File: config.mk
export PLATFORM = sky130hd
export DESIGN_NAME = mccpu_ctrl
export DESIGN_NICKNAME = d
export VERILOG_FILES = /design/src/rtl/mccpu_ctrl_pkg.sv /design/src/rtl/mccpu_decode.sv /design/src/rtl/mccpu_ctrl.sv
export SDC_FILE = /design/constraint.sdc
export NUM_CORES = 1
export LEC_CHECK = 0
export BUFFER_PORTS_ARGS = -buffer_cell sky130_fd_sc_hd__buf_4
export CAP_MARGIN = 0
export CORE_MARGIN = 2
export CORE_UTILIZATION = 50
export DETAILED_ROUTE_END_ITERATION = 10
export PLACE_DENSITY = 0.81
export SYNTH_ARGS = -nofsm -noshare
export SYNTH_HDL_FRONTEND = slang
export SYNTH_SLANG_ARGS = --single-unit
export TNS_END_PERCENT = 1
File: constraint.sdc
create_clock -name clk -period 2 [get_ports clk]
set_input_delay 0.2 -clock clk [delete_from_list [all_inputs] [get_ports clk]]
set_output_delay 0.2 -clock clk [all_outputs]
set_load 0.05 [all_outputs]
File: src/rtl/mccpu_ctrl_pkg.sv
// Shared encodings for the RV32I multicycle control unit: FSM states, decode
// classes, datapath strobe codes and trap causes.
package mccpu_ctrl_pkg;

    typedef enum logic [3:0] {
        S_RST    = 4'd0,
        S_FETCH  = 4'd1,
        S_DECODE = 4'd2,
        S_EXEC   = 4'd3,
        S_MEM    = 4'd4,
        S_WB     = 4'd5,
        S_BRANCH = 4'd6,
        S_JUMP   = 4'd7,
        S_TRAP   = 4'd8
    } state_t;

    typedef enum logic [3:0] {
        CLS_R, CLS_I, CLS_LUI, CLS_LOAD, CLS_STORE,
        CLS_BRANCH, CLS_JAL, CLS_JALR, CLS_ILL
    } cls_t;

    localparam logic [6:0] OP_R      = 7'b0110011;
    localparam logic [6:0] OP_I      = 7'b0010011;
    localparam logic [6:0] OP_LUI    = 7'b0110111;
    localparam logic [6:0] OP_LOAD   = 7'b0000011;
    localparam logic [6:0] OP_STORE  = 7'b0100011;
    localparam logic [6:0] OP_BRANCH = 7'b1100011;
    localparam logic [6:0] OP_JAL    = 7'b1101111;
    localparam logic [6:0] OP_JALR   = 7'b1100111;

    localparam logic [4:0] ALU_NOP  = 5'b00000;
    localparam logic [4:0] ALU_LUI  = 5'b00001;
    localparam logic [4:0] ALU_ADD  = 5'b00011;
    localparam logic [4:0] ALU_SUB  = 5'b00100;
    localparam logic [4:0] ALU_BNE  = 5'b00101;
    localparam logic [4:0] ALU_BLT  = 5'b00110;
    localparam logic [4:0] ALU_BGE  = 5'b00111;
    localparam logic [4:0] ALU_BLTU = 5'b01000;
    localparam logic [4:0] ALU_BGEU = 5'b01001;
    localparam logic [4:0] ALU_SLT  = 5'b01010;
    localparam logic [4:0] ALU_SLTU = 5'b01011;
    localparam logic [4:0] ALU_XOR  = 5'b01100;
    localparam logic [4:0] ALU_OR   = 5'b01101;
    localparam logic [4:0] ALU_AND  = 5'b01110;
    localparam logic [4:0] ALU_SLL  = 5'b01111;
    localparam logic [4:0] ALU_SRL  = 5'b10000;
    localparam logic [4:0] ALU_SRA  = 5'b10001;

    localparam logic [5:0] EXT_SHAMT = 6'b100000;
    localparam logic [5:0] EXT_I     = 6'b010000;
    localparam logic [5:0] EXT_S     = 6'b001000;
    localparam logic [5:0] EXT_B     = 6'b000100;
    localparam logic [5:0] EXT_U     = 6'b000010;
    localparam logic [5:0] EXT_J     = 6'b000001;

    localparam logic [2:0] NPC_PLUS4  = 3'b000;
    localparam logic [2:0] NPC_BRANCH = 3'b001;
    localparam logic [2:0] NPC_JAL    = 3'b010;
    localparam logic [2:0] NPC_JALR   = 3'b100;

    localparam logic [1:0] WD_ALU = 2'b00;
    localparam logic [1:0] WD_MEM = 2'b01;
    localparam logic [1:0] WD_PC4 = 2'b10;

    localparam logic [1:0] CAUSE_NONE    = 2'b00;
    localparam logic [1:0] CAUSE_ILLEGAL = 2'b01;
    localparam logic [1:0] CAUSE_TIMEOUT = 2'b10;

    typedef struct packed {
        cls_t       cls;
        logic [4:0] alu_op;
        logic [5:0] ext_op;
        logic       alu_src;
    } dec_t;

    // R-type and I-ALU share funct3 meaning; only R-type may select sub.
    function automatic logic [4:0] alu_arith(input logic [2:0] f3, input logic alt,
                                             input logic is_r);
        logic [4:0] r;
        case (f3)
            3'b000:  r = (is_r && alt) ? ALU_SUB : ALU_ADD;
            3'b001:  r = ALU_SLL;
            3'b010:  r = ALU_SLT;
            3'b011:  r = ALU_SLTU;
            3'b100:  r = ALU_XOR;
            3'b101:  r = alt ? ALU_SRA : ALU_SRL;
            3'b110:  r = ALU_OR;
            default: r = ALU_AND;
        endcase
        return r;
    endfunction

endpackage

File: src/rtl/mccpu_decode.sv
// Combinational instruction classifier: legality, ALU op, immediate type and
// ALU B-operand select for the IR-latched opcode fields.
module mccpu_decode
    import mccpu_ctrl_pkg::*;
(
    input  logic [6:0] op,
    input  logic [6:0] f7,
    input  logic [2:0] f3,
    output dec_t       dec
);

    always_comb begin
        dec     = '0;
        dec.cls = CLS_ILL;
        case (op)
            OP_R: begin
                if (f7 == 7'b0000000 ||
                    (f7 == 7'b0100000 && (f3 == 3'b000 || f3 == 3'b101))) begin
                    dec.cls    = CLS_R;
                    dec.alu_op = alu_arith(f3, f7[5], 1'b1);
                end
            end
            OP_I: begin
                // Shift-immediates carry funct7 in imm[11:5]; only srai may set bit 5.
                if ((f3 == 3'b001 && f7 == 7'b0000000) ||
                    (f3 == 3'b101 && (f7 == 7'b0000000 || f7 == 7'b0100000)) ||
                    (f3 != 3'b001 && f3 != 3'b101)) begin
                    dec.cls     = CLS_I;
                    dec.alu_op  = alu_arith(f3, f7[5], 1'b0);
                    dec.ext_op  = (f3 == 3'b001 || f3 == 3'b101) ? EXT_SHAMT : EXT_I;
                    dec.alu_src = 1'b1;
                end
            end
            OP_LUI: begin
                dec.cls     = CLS_LUI;
                dec.alu_op  = ALU_LUI;
                dec.ext_op  = EXT_U;
                dec.alu_src = 1'b1;
            end
            OP_LOAD: begin
                if (f3 != 3'b011 && f3 != 3'b110 && f3 != 3'b111) begin
                    dec.cls     = CLS_LOAD;
                    dec.alu_op  = ALU_ADD;
                    dec.ext_op  = EXT_I;
                    dec.alu_src = 1'b1;
                end
            end
            OP_STORE: begin
                if (f3 == 3'b000 || f3 == 3'b001 || f3 == 3'b010) begin
                    dec.cls     = CLS_STORE;
                    dec.alu_op  = ALU_ADD;
                    dec.ext_op  = EXT_S;
                    dec.alu_src = 1'b1;
                end
            end
            OP_BRANCH: begin
                dec.ext_op = EXT_B;
                dec.cls    = CLS_BRANCH;
                case (f3)
                    3'b000:  dec.alu_op = ALU_SUB;
                    3'b001:  dec.alu_op = ALU_BNE;
                    3'b100:  dec.alu_op = ALU_BLT;
                    3'b101:  dec.alu_op = ALU_BGE;
                    3'b110:  dec.alu_op = ALU_BLTU;
                    3'b111:  dec.alu_op = ALU_BGEU;
                    default: dec.cls    = CLS_ILL;
                endcase
            end
            OP_JAL: begin
                dec.cls    = CLS_JAL;
                dec.ext_op = EXT_J;
            end
            OP_JALR: begin
                if (f3 == 3'b000) begin
                    dec.cls    = CLS_JALR;
                    dec.ext_op = EXT_I;
                end
            end
            default: dec.cls = CLS_ILL;
        endcase
    end

endmodule

File: src/rtl/mccpu_ctrl.sv
// Multicycle RV32I control FSM with memory handshake, timeout and trapping.
// Define MCCPU_PERF_CNT_EN to add the cyc_cnt/ret_cnt performance counters.
module mccpu_ctrl
    import mccpu_ctrl_pkg::*;
#(
    parameter int MEM_TIMEOUT = 16
`ifdef MCCPU_PERF_CNT_EN
    ,
    parameter int CNT_W = 32
`endif
) (
    input  logic       clk,
    input  logic       rstn,
    input  logic [6:0] Op,
    input  logic [6:0] Funct7,
    input  logic [2:0] Funct3,
    input  logic       Zero,
    input  logic       mem_ready,
    output logic       mem_req,
    output logic       mem_we,
    output logic       IRWrite,
    output logic       PCWrite,
    output logic       RegWrite,
    output logic       ALUSrcA,
    output logic       ALUSrc,
    output logic [5:0] EXTOp,
    output logic [4:0] ALUOp,
    output logic [2:0] NPCOp,
    output logic [1:0] WDSel,
    output logic       trap,
    output logic [1:0] trap_cause,
    output logic [3:0] state_o
`ifdef MCCPU_PERF_CNT_EN
    ,
    output logic [CNT_W-1:0] cyc_cnt,
    output logic [CNT_W-1:0] ret_cnt
`endif
);

    localparam int TO_W = (MEM_TIMEOUT > 1) ? $clog2(MEM_TIMEOUT) : 1;
    localparam logic [TO_W-1:0] TO_LAST = TO_W'((MEM_TIMEOUT > 0) ? MEM_TIMEOUT - 1 : 0);

    state_t          state, state_d;
    logic [1:0]      cause_q, cause_d;
    logic [TO_W-1:0] to_cnt, to_cnt_d;
    logic            to_hit;
    dec_t            dec;

    mccpu_decode u_decode (
        .op  (Op),
        .f7  (Funct7),
        .f3  (Funct3),
        .dec (dec)
    );

    // A ready on the last allowed cycle still completes the access.
    assign to_hit = (MEM_TIMEOUT != 0) && (to_cnt == TO_LAST) && !mem_ready;

    always_ff @(posedge clk or negedge rstn) begin
        if (!rstn) begin
            state   <= S_RST;
            cause_q <= CAUSE_NONE;
            to_cnt  <= '0;
        end else begin
            state   <= state_d;
            cause_q <= cause_d;
            to_cnt  <= to_cnt_d;
        end
    end

    always_comb begin
        state_d  = state;
        cause_d  = cause_q;
        mem_req  = 1'b0;
        mem_we   = 1'b0;
        IRWrite  = 1'b0;
        PCWrite  = 1'b0;
        RegWrite = 1'b0;
        ALUSrcA  = 1'b0;
        ALUSrc   = 1'b0;
        EXTOp    = '0;
        ALUOp    = ALU_NOP;
        NPCOp    = NPC_PLUS4;
        WDSel    = WD_ALU;
        case (state)
            S_RST: state_d = S_FETCH;
            S_FETCH: begin
                mem_req = 1'b1;
                if (mem_ready) begin
                    IRWrite = 1'b1;
                    PCWrite = 1'b1;
                    state_d = S_DECODE;
                end else if (to_hit) begin
                    state_d = S_TRAP;
                    cause_d = CAUSE_TIMEOUT;
                end
            end
            S_DECODE: begin
                case (dec.cls)
                    CLS_R, CLS_I, CLS_LUI, CLS_LOAD, CLS_STORE: state_d = S_EXEC;
                    CLS_BRANCH:       state_d = S_BRANCH;
                    CLS_JAL, CLS_JALR: state_d = S_JUMP;
                    default: begin
                        state_d = S_TRAP;
                        cause_d = CAUSE_ILLEGAL;
                    end
                endcase
            end
            S_EXEC: begin
                ALUOp   = dec.alu_op;
                EXTOp   = dec.ext_op;
                ALUSrc  = dec.alu_src;
                state_d = (dec.cls == CLS_LOAD || dec.cls == CLS_STORE) ? S_MEM : S_WB;
            end
            S_MEM: begin
                mem_req = 1'b1;
                mem_we  = (dec.cls == CLS_STORE);
                if (mem_ready) begin
                    state_d = (dec.cls == CLS_STORE) ? S_FETCH : S_WB;
                end else if (to_hit) begin
                    state_d = S_TRAP;
                    cause_d = CAUSE_TIMEOUT;
                end
            end
            S_WB: begin
                RegWrite = 1'b1;
                WDSel    = (dec.cls == CLS_LOAD) ? WD_MEM : WD_ALU;
                state_d  = S_FETCH;
            end
            S_BRANCH: begin
                // PC already holds PC+4; the datapath forms the target from the old PC.
                ALUOp   = dec.alu_op;
                EXTOp   = EXT_B;
                NPCOp   = NPC_BRANCH;
                PCWrite = Zero;
                state_d = S_FETCH;
            end
            S_JUMP: begin
                RegWrite = 1'b1;
                WDSel    = WD_PC4;
                PCWrite  = 1'b1;
                NPCOp    = (dec.cls == CLS_JAL) ? NPC_JAL : NPC_JALR;
                EXTOp    = (dec.cls == CLS_JAL) ? EXT_J : EXT_I;
                state_d  = S_FETCH;
            end
            S_TRAP: state_d = S_TRAP;
            default: state_d = S_RST;
        endcase
    end

    always_comb begin
        to_cnt_d = to_cnt;
        if (state_d != state) begin
            to_cnt_d = '0;
        end else if ((state == S_FETCH || state == S_MEM) && !mem_ready) begin
            to_cnt_d = to_cnt + TO_W'(1);
        end
    end

    assign trap       = (state == S_TRAP);
    assign trap_cause = cause_q;
    assign state_o    = state;

`ifdef MCCPU_PERF_CNT_EN
    always_ff @(posedge clk or negedge rstn) begin
        if (!rstn) begin
            cyc_cnt <= '0;
            ret_cnt <= '0;
        end else begin
            if (state != S_RST && state != S_TRAP) begin
                cyc_cnt <= cyc_cnt + CNT_W'(1);
            end
            if (state_d == S_FETCH &&
                (state == S_WB || state == S_MEM || state == S_BRANCH || state == S_JUMP)) begin
                ret_cnt <= ret_cnt + CNT_W'(1);
            end
        end
    end
`endif

endmodule

== After elaboration in Yosys (flattened, before gate mapping) ==
Index checks and enable logic that the tools add are counted.
Storage, ports and cells
  bits of input ports: 21
  output and inout bits: 30
  flip-flop bits (word level): 10
  logic and storage cells: 123
Operators by class
  equality and inequality tests: 41
  multiplexer cells: 44
  add/subtract/negate cells: 1
  reduce and logical (&&, ||, !) cells: 34
Operators by type and width (count)
  $pmux W5 S7: 2
  $mux W16: 3
  $pmux W4 S6: 2
  $pmux W6 S7: 1
  $eq A4 B3 Y1 const B: 8
  $pmux W4 S8: 1
  $pmux W5 S6: 1
  $eq A7 B6 Y1 const B: 4
  $mux W4: 7
  $eq A7 B7 Y1 const B: 3
  $pmux W6 S3: 1
  $eq A4 B2 Y1 const B: 4
  $mux W5: 3
  $eq A3 B3 Y1 const B: 4
  $pmux W4 S3: 1
  $logic_or A1 B1 Y1: 10
  $mux W1: 9
  $mux W3: 3
  $mux W9: 1
  $ne A3 B3 Y1 const B: 3
  $eq A4 B1 Y1 const B: 2
  $eq A4 B4 Y1 const B: 2
  $logic_and A1 B1 Y1: 8
  $logic_not A4 Y1: 2
  26 further kinds: 35

== Logic depth before layout (Yosys ltp) ==
  depth in word-level cells: 13
  mapped depth: 8
  depth with buffers taken out: 7

== By module ==
Synthesis repeated with hierarchy kept, for this count alone.
Second synthesis, totals
  cells, all modules: 218
  area, all modules: 1539.0 um^2
By module, submodules not included
  mccpu_ctrl: area each 928.4 um^2, instances 1, sequential area each 250.2 um^2, cells each 116
  mccpu_decode: area each 610.6 um^2, instances 1, sequential area each 0.0 um^2, cells each 102

== Least setup slack after synthesis ==
OpenSTA, ideal clock, no wires.
  path kind: flip-flop to output port
  from: register state[2], in the netlist state_o[2]
  to: output EXTOp[4]
  path buffers: 1
  arrival time: 3.304 ns
  cell stages (with the launch flop): 7
  required time: 1.800 ns
  setup slack: -1.504 ns
  cell sequence: dfrtp_1 clkbuf_1 nand2b_1 nor2_1 nand2_1 nor2b_1 o21bai_1
On the way
  word-level cells in the longest chain between the ends: 2
Ends and longest elaborated chain
  start: declaration: line mccpu_ctrl.sv:43  | state_t state, state_d;
  start signal: assignment: line mccpu_ctrl.sv:65  | state <= state_d;
  $eq A4 B3 Y1 or $eq A4 B2 Y1 (tied branches): line mccpu_ctrl.sv:85  | case (state)
  $pmux W6 S3 *: line mccpu_ctrl.sv:85
  end: declaration: line mccpu_ctrl.sv:26  | output logic [5:0] EXTOp,
Every way passes the cells marked *; elsewhere a longest branch is shown, timed or not.

== Final worst setup path ==
  from: input Funct7[0]
  to: output ALUOp[0]
On the way
  word-level cells in the longest chain between the ends: 8
Ends and longest elaborated chain
  start: declaration: line mccpu_ctrl.sv:15  | input logic [6:0] Funct7,
  $eq A7 B6 Y1 or $logic_not A7 Y1 (tied branches)
  $logic_or A1 B1 Y1: line mccpu_decode.sv:26  | (f3 == 3'b101 && (f7 == 7'b0000000 || f7 == 7'b0100000)) ||
  $logic_and A1 B1 Y1: line mccpu_decode.sv:26
  $logic_or A1 B1 Y1: line mccpu_decode.sv:25  | if ((f3 == 3'b001 && f7 == 7'b0000000) ||
  $logic_or A1 B1 Y1: line mccpu_decode.sv:26
  $mux W16: line mccpu_decode.sv:25
  $pmux W5 S6 *: line mccpu_decode.sv:15  | case (op)
  $mux W5 *: line mccpu_ctrl.sv:85
  end: declaration: line mccpu_ctrl.sv:27  | output logic [4:0] ALUOp,
Marked as above.

==> run metrics <==
endpoint class of the critical path output port; Cells after Synth roughly 190; flop and latch count out of synthesis 10; clock tree from TritonCTS done; number of vias after detailed routing 1984; total cell area at the placement stage ~0.0022 mm²; worst ir drop on vdd 0.00104 V; R2R Path Start to_cnt[0]; vertical extent of the die 56.5 µm; longest individual stage delay on the worst path 0.54 ns; arrival time of data at the critical path endpoint a little over 2 ns; status finished, violations left; library cell used as clock root buffer clkbuf_4; reported max-cap violation count 0; starting DRC count in detailed routing 152; Worst-Skew Late Latency ~0.28 ns; vias per cell 6.38; nature of the critical path startpoint input port; Post-synth EDFFs 0; number of hold violations in the final report 0; Placeable Area around 0.0027 mm²; prevailing post-synth register cell dfrtp_1; total power divided by cell area around 850 mW/mm²; Starting Density 51.3%; routed wire length ~5.8 mm; Leak Pwr between 1 and 1.5 nW; grt ovf 0; proportion of layout cells with a drive suffix above 1 53.2%; final setup slack of the worst path -0.260 ns; Avg Synthesized Cell Area roughly 7.3 µm²; clock-pin slew on the worst setup and hold paths 0.07 ns; endpoint of the worst setup timing path ALUOp[0]; slowest library cell on the worst path or4_4; CP Launch Point Funct7[0]; number of routed nets with antenna violations 0; Synth Cell Area 0.00138 mm²; total of endpoints with negative setup slack in the final report 5; required time at the endpoint of the critical path 1.80 ns; maximum count of clock buffers along a single path 2; r2r setup slk ~0.05 ns; instance count on the critical path 8; critical path class in -> out; global-route wire length before repair ~9 mm; maximum number of pins on one net before global-route repair 16; Worst Skew 0.00851 ns; non-filler cells, final between 300 and 400; Tmin final roughly 2.3 ns; final standard cell utilization of the core approximately nine tenths; routability congestion estimate from global placement 0.904; area of the die between 0.003 and 0.004 mm²; global-route usage over all layers 34.9%; Placed Cells incl. Taps just over 300; net count after synthesis between 200 and 250; violations in the final reports setup timing; post-detailed-route DRC marker count 0; sequential fraction of the synthesis area roughly 18%; number of antenna violations at the first check in global routing 0; category of cells accounting for the largest share of critical-path delay simple AND/OR/NAND/NOR gates; routed len/inst 18.5 µm; final net count 303; DIE WIDTH about 57 µm; Ys Warns 0; number of max-slew violations in the final report 0; async set or reset register ratio after synthesis 100%; Layout area overhead 72.1%; Max H-tree Level 1; vias in the first global route ~1900; Core Rows 19; capturing point of the worst reg2reg path to_cnt[3]; share of the cycle needed by the critical path after routing 113%; total inserted antenna cells 0; CP bufs+invs 2; Fmax achieved approximately 440 MHz; Detailed Routing Iterations Pass 1 5; finished layout cell area 0.00237 mm²; class of the tightest hold or removal check in -> async; number of CTS-inserted buffers 3; estimated wirelength of the detail-placed design between 4 and 5 mm; clock sink total 10; worst-case reg-to-reg path depth 7; count of distinct cell types in the synthesized netlist slightly above 60; I/O pin count 51; crit-path max FO 5; total of buffers placed on input and output ports 49; ordered cell list for the critical path buf_4, or4_4, nor3_2, o32a_4, nand4_4, a31o_1, a31oi_4, buf_6; setup repair after global routing missed its margin yes
logic make-up (layout without fill, tap and decap cells):
kind of cell	after synthesis	after routing	share of synthesized area, %
AND/OR/NAND/NOR	102	102	43.7
AO/OA/AOI/OAI	51	51	27.6
buffers and inverters	19	111	6.71
flip-flops	10	10	18.1
XOR/XNOR	3	3	1.91
adder cells (fa/ha/maj)	1	1	0.907
other	1	1	0.272
multiplexers	1	1	0.726
layout make-up:
type                    instances  area, µm²
repair buffers                100        779
clock buffers                   4       36.3
flip-flops and latches         10        254
well taps                      31       38.8
inverters                       7       26.3
multi-input cells             159       1240
fillers                       142        313
layout by cell type (no fill, tap or decap), drive strengths merged, types with 3 or more instances in the layout:
master  synthesis  routed
nor2           22      22
nor3            3       3
inv             7       7
and3            4       4
dfrtp          10      10
nor2b           6       6
nand2b          9       9
a311oi          3       3
a31oi           4       4
nand4           5       5
nor4            6       6
or2b            4       4
nand3           7       7
buf             5      99
o21ai          13      13
nand2          16      16
a21oi           9       9
or3             3       3
clkbuf          7       4
or2             4       4
layer usage:
| layer | GRT usage, % | wire length, µm |
|---|---|---|
| met1 | 40.4 | 2190 |
| met2 | 60.5 | 2950 |
| met3 | 4.84 | 410 |
| met4 | 20.4 | 201 |
| met5 | 0 | 0 |
power by group:
group	total, mW	internal, mW	switching, mW	leakage, nW
Clock	0.185	0.111	0.0738	0.0210
Combinational	1.52	0.526	0.994	0.913
Sequential	0.321	0.269	0.0518	0.126
cell usage after synthesis (2+ instances only):
cell type / count / share of area (%)
a21oi_1: 9 / 3.3
a311oi_1: 3 / 1.9
and2_1: 2 / 0.91
and3_1: 4 / 1.8
or3_1: 2 / 0.91
nand4_1: 3 / 1.4
a31oi_1: 4 / 1.8
o221ai_1: 2 / 1.3
nand2b_1: 9 / 4.1
nor2b_1: 6 / 2.7
nand4b_1: 2 / 1.3
buf_4: 2 / 1.1
or2b_2: 2 / 1.3
nor4_1: 6 / 2.7
nand2_1: 16 / 4.4
o21bai_1: 2 / 1.1
clkbuf_1: 6 / 1.6
inv_1: 7 / 1.9
o21ai_0: 10 / 3.6
nor3_1: 3 / 1.1
a41oi_1: 2 / 1.3
or2b_1: 2 / 1.1
nor2_1: 22 / 6.0
buf_2: 3 / 1.1
a22oi_1: 2 / 1.1
nand3_1: 7 / 2.5
dfrtp_1: 10 / 18
or2_2: 3 / 1.4
o21ai_1: 2 / 0.73
xor2_1: 2 / 1.3
and4_1: 2 / 1.3
registers in the layout, indices dropped and copies added (netlist names):
register,cells
to_cnt,4
trap_cause,2
state_o,4
through the flow:
stage	worst slack [ns]	power, mW	setup TNS [ns]	hold WS, ns
2_1_floorplan	-0.257	1.26	-2.74	-0.0956
3_3_place_gp	-0.346	1.67	-2.09	0.0282
3_5_place_dp	-0.399	1.72	-3.17	0.0300
4_1_cts	-0.264	1.93	-1.22	0.276
5_1_grt	-0.305	2.10	-1.52	0.297
6_report	-0.260	2.03	-1.24	0.276
worst min path at each step:
| stage | start | end | slack (ns) | depth (start not counted) |
|---|---|---|---|---|
| CTS | rstn | to_cnt[1] | 0.28 | 2 |
| finish | rstn | to_cnt[1] | 0.28 | 2 |
| floorplan | rstn | state_o[0] | -0.1 | 0 |
| global placement | rstn | to_cnt[1] | 0.03 | 1 |
| detailed placement | rstn | to_cnt[3] | 0.03 | 1 |
| global route | rstn | to_cnt[1] | 0.30 | 2 |
worst register-to-register path: stages, from the launching register on:
cell and delay (ns):
dfrtp_1 0.42, ha_1 0.26, and4b_1 0.23, nor4_1 0.30
o221ai_1 0.22, a21oi_2 0.22, o21ai_4 0.11, nor2_1 0.12
timing repair:
| item | in CTS | in global routing |
|---|---|---|
| pin swaps | 1 | 4 |
| resized for setup | 8 | 12 |
| hold buffers | 1 | 0 |
| setup endpoints to repair | 8 | 12 |
| hold endpoints to repair | 10 | 0 |
| setup buffers | 1 | 0 |
Note: power is estimated with default switching activity, not from simulation.
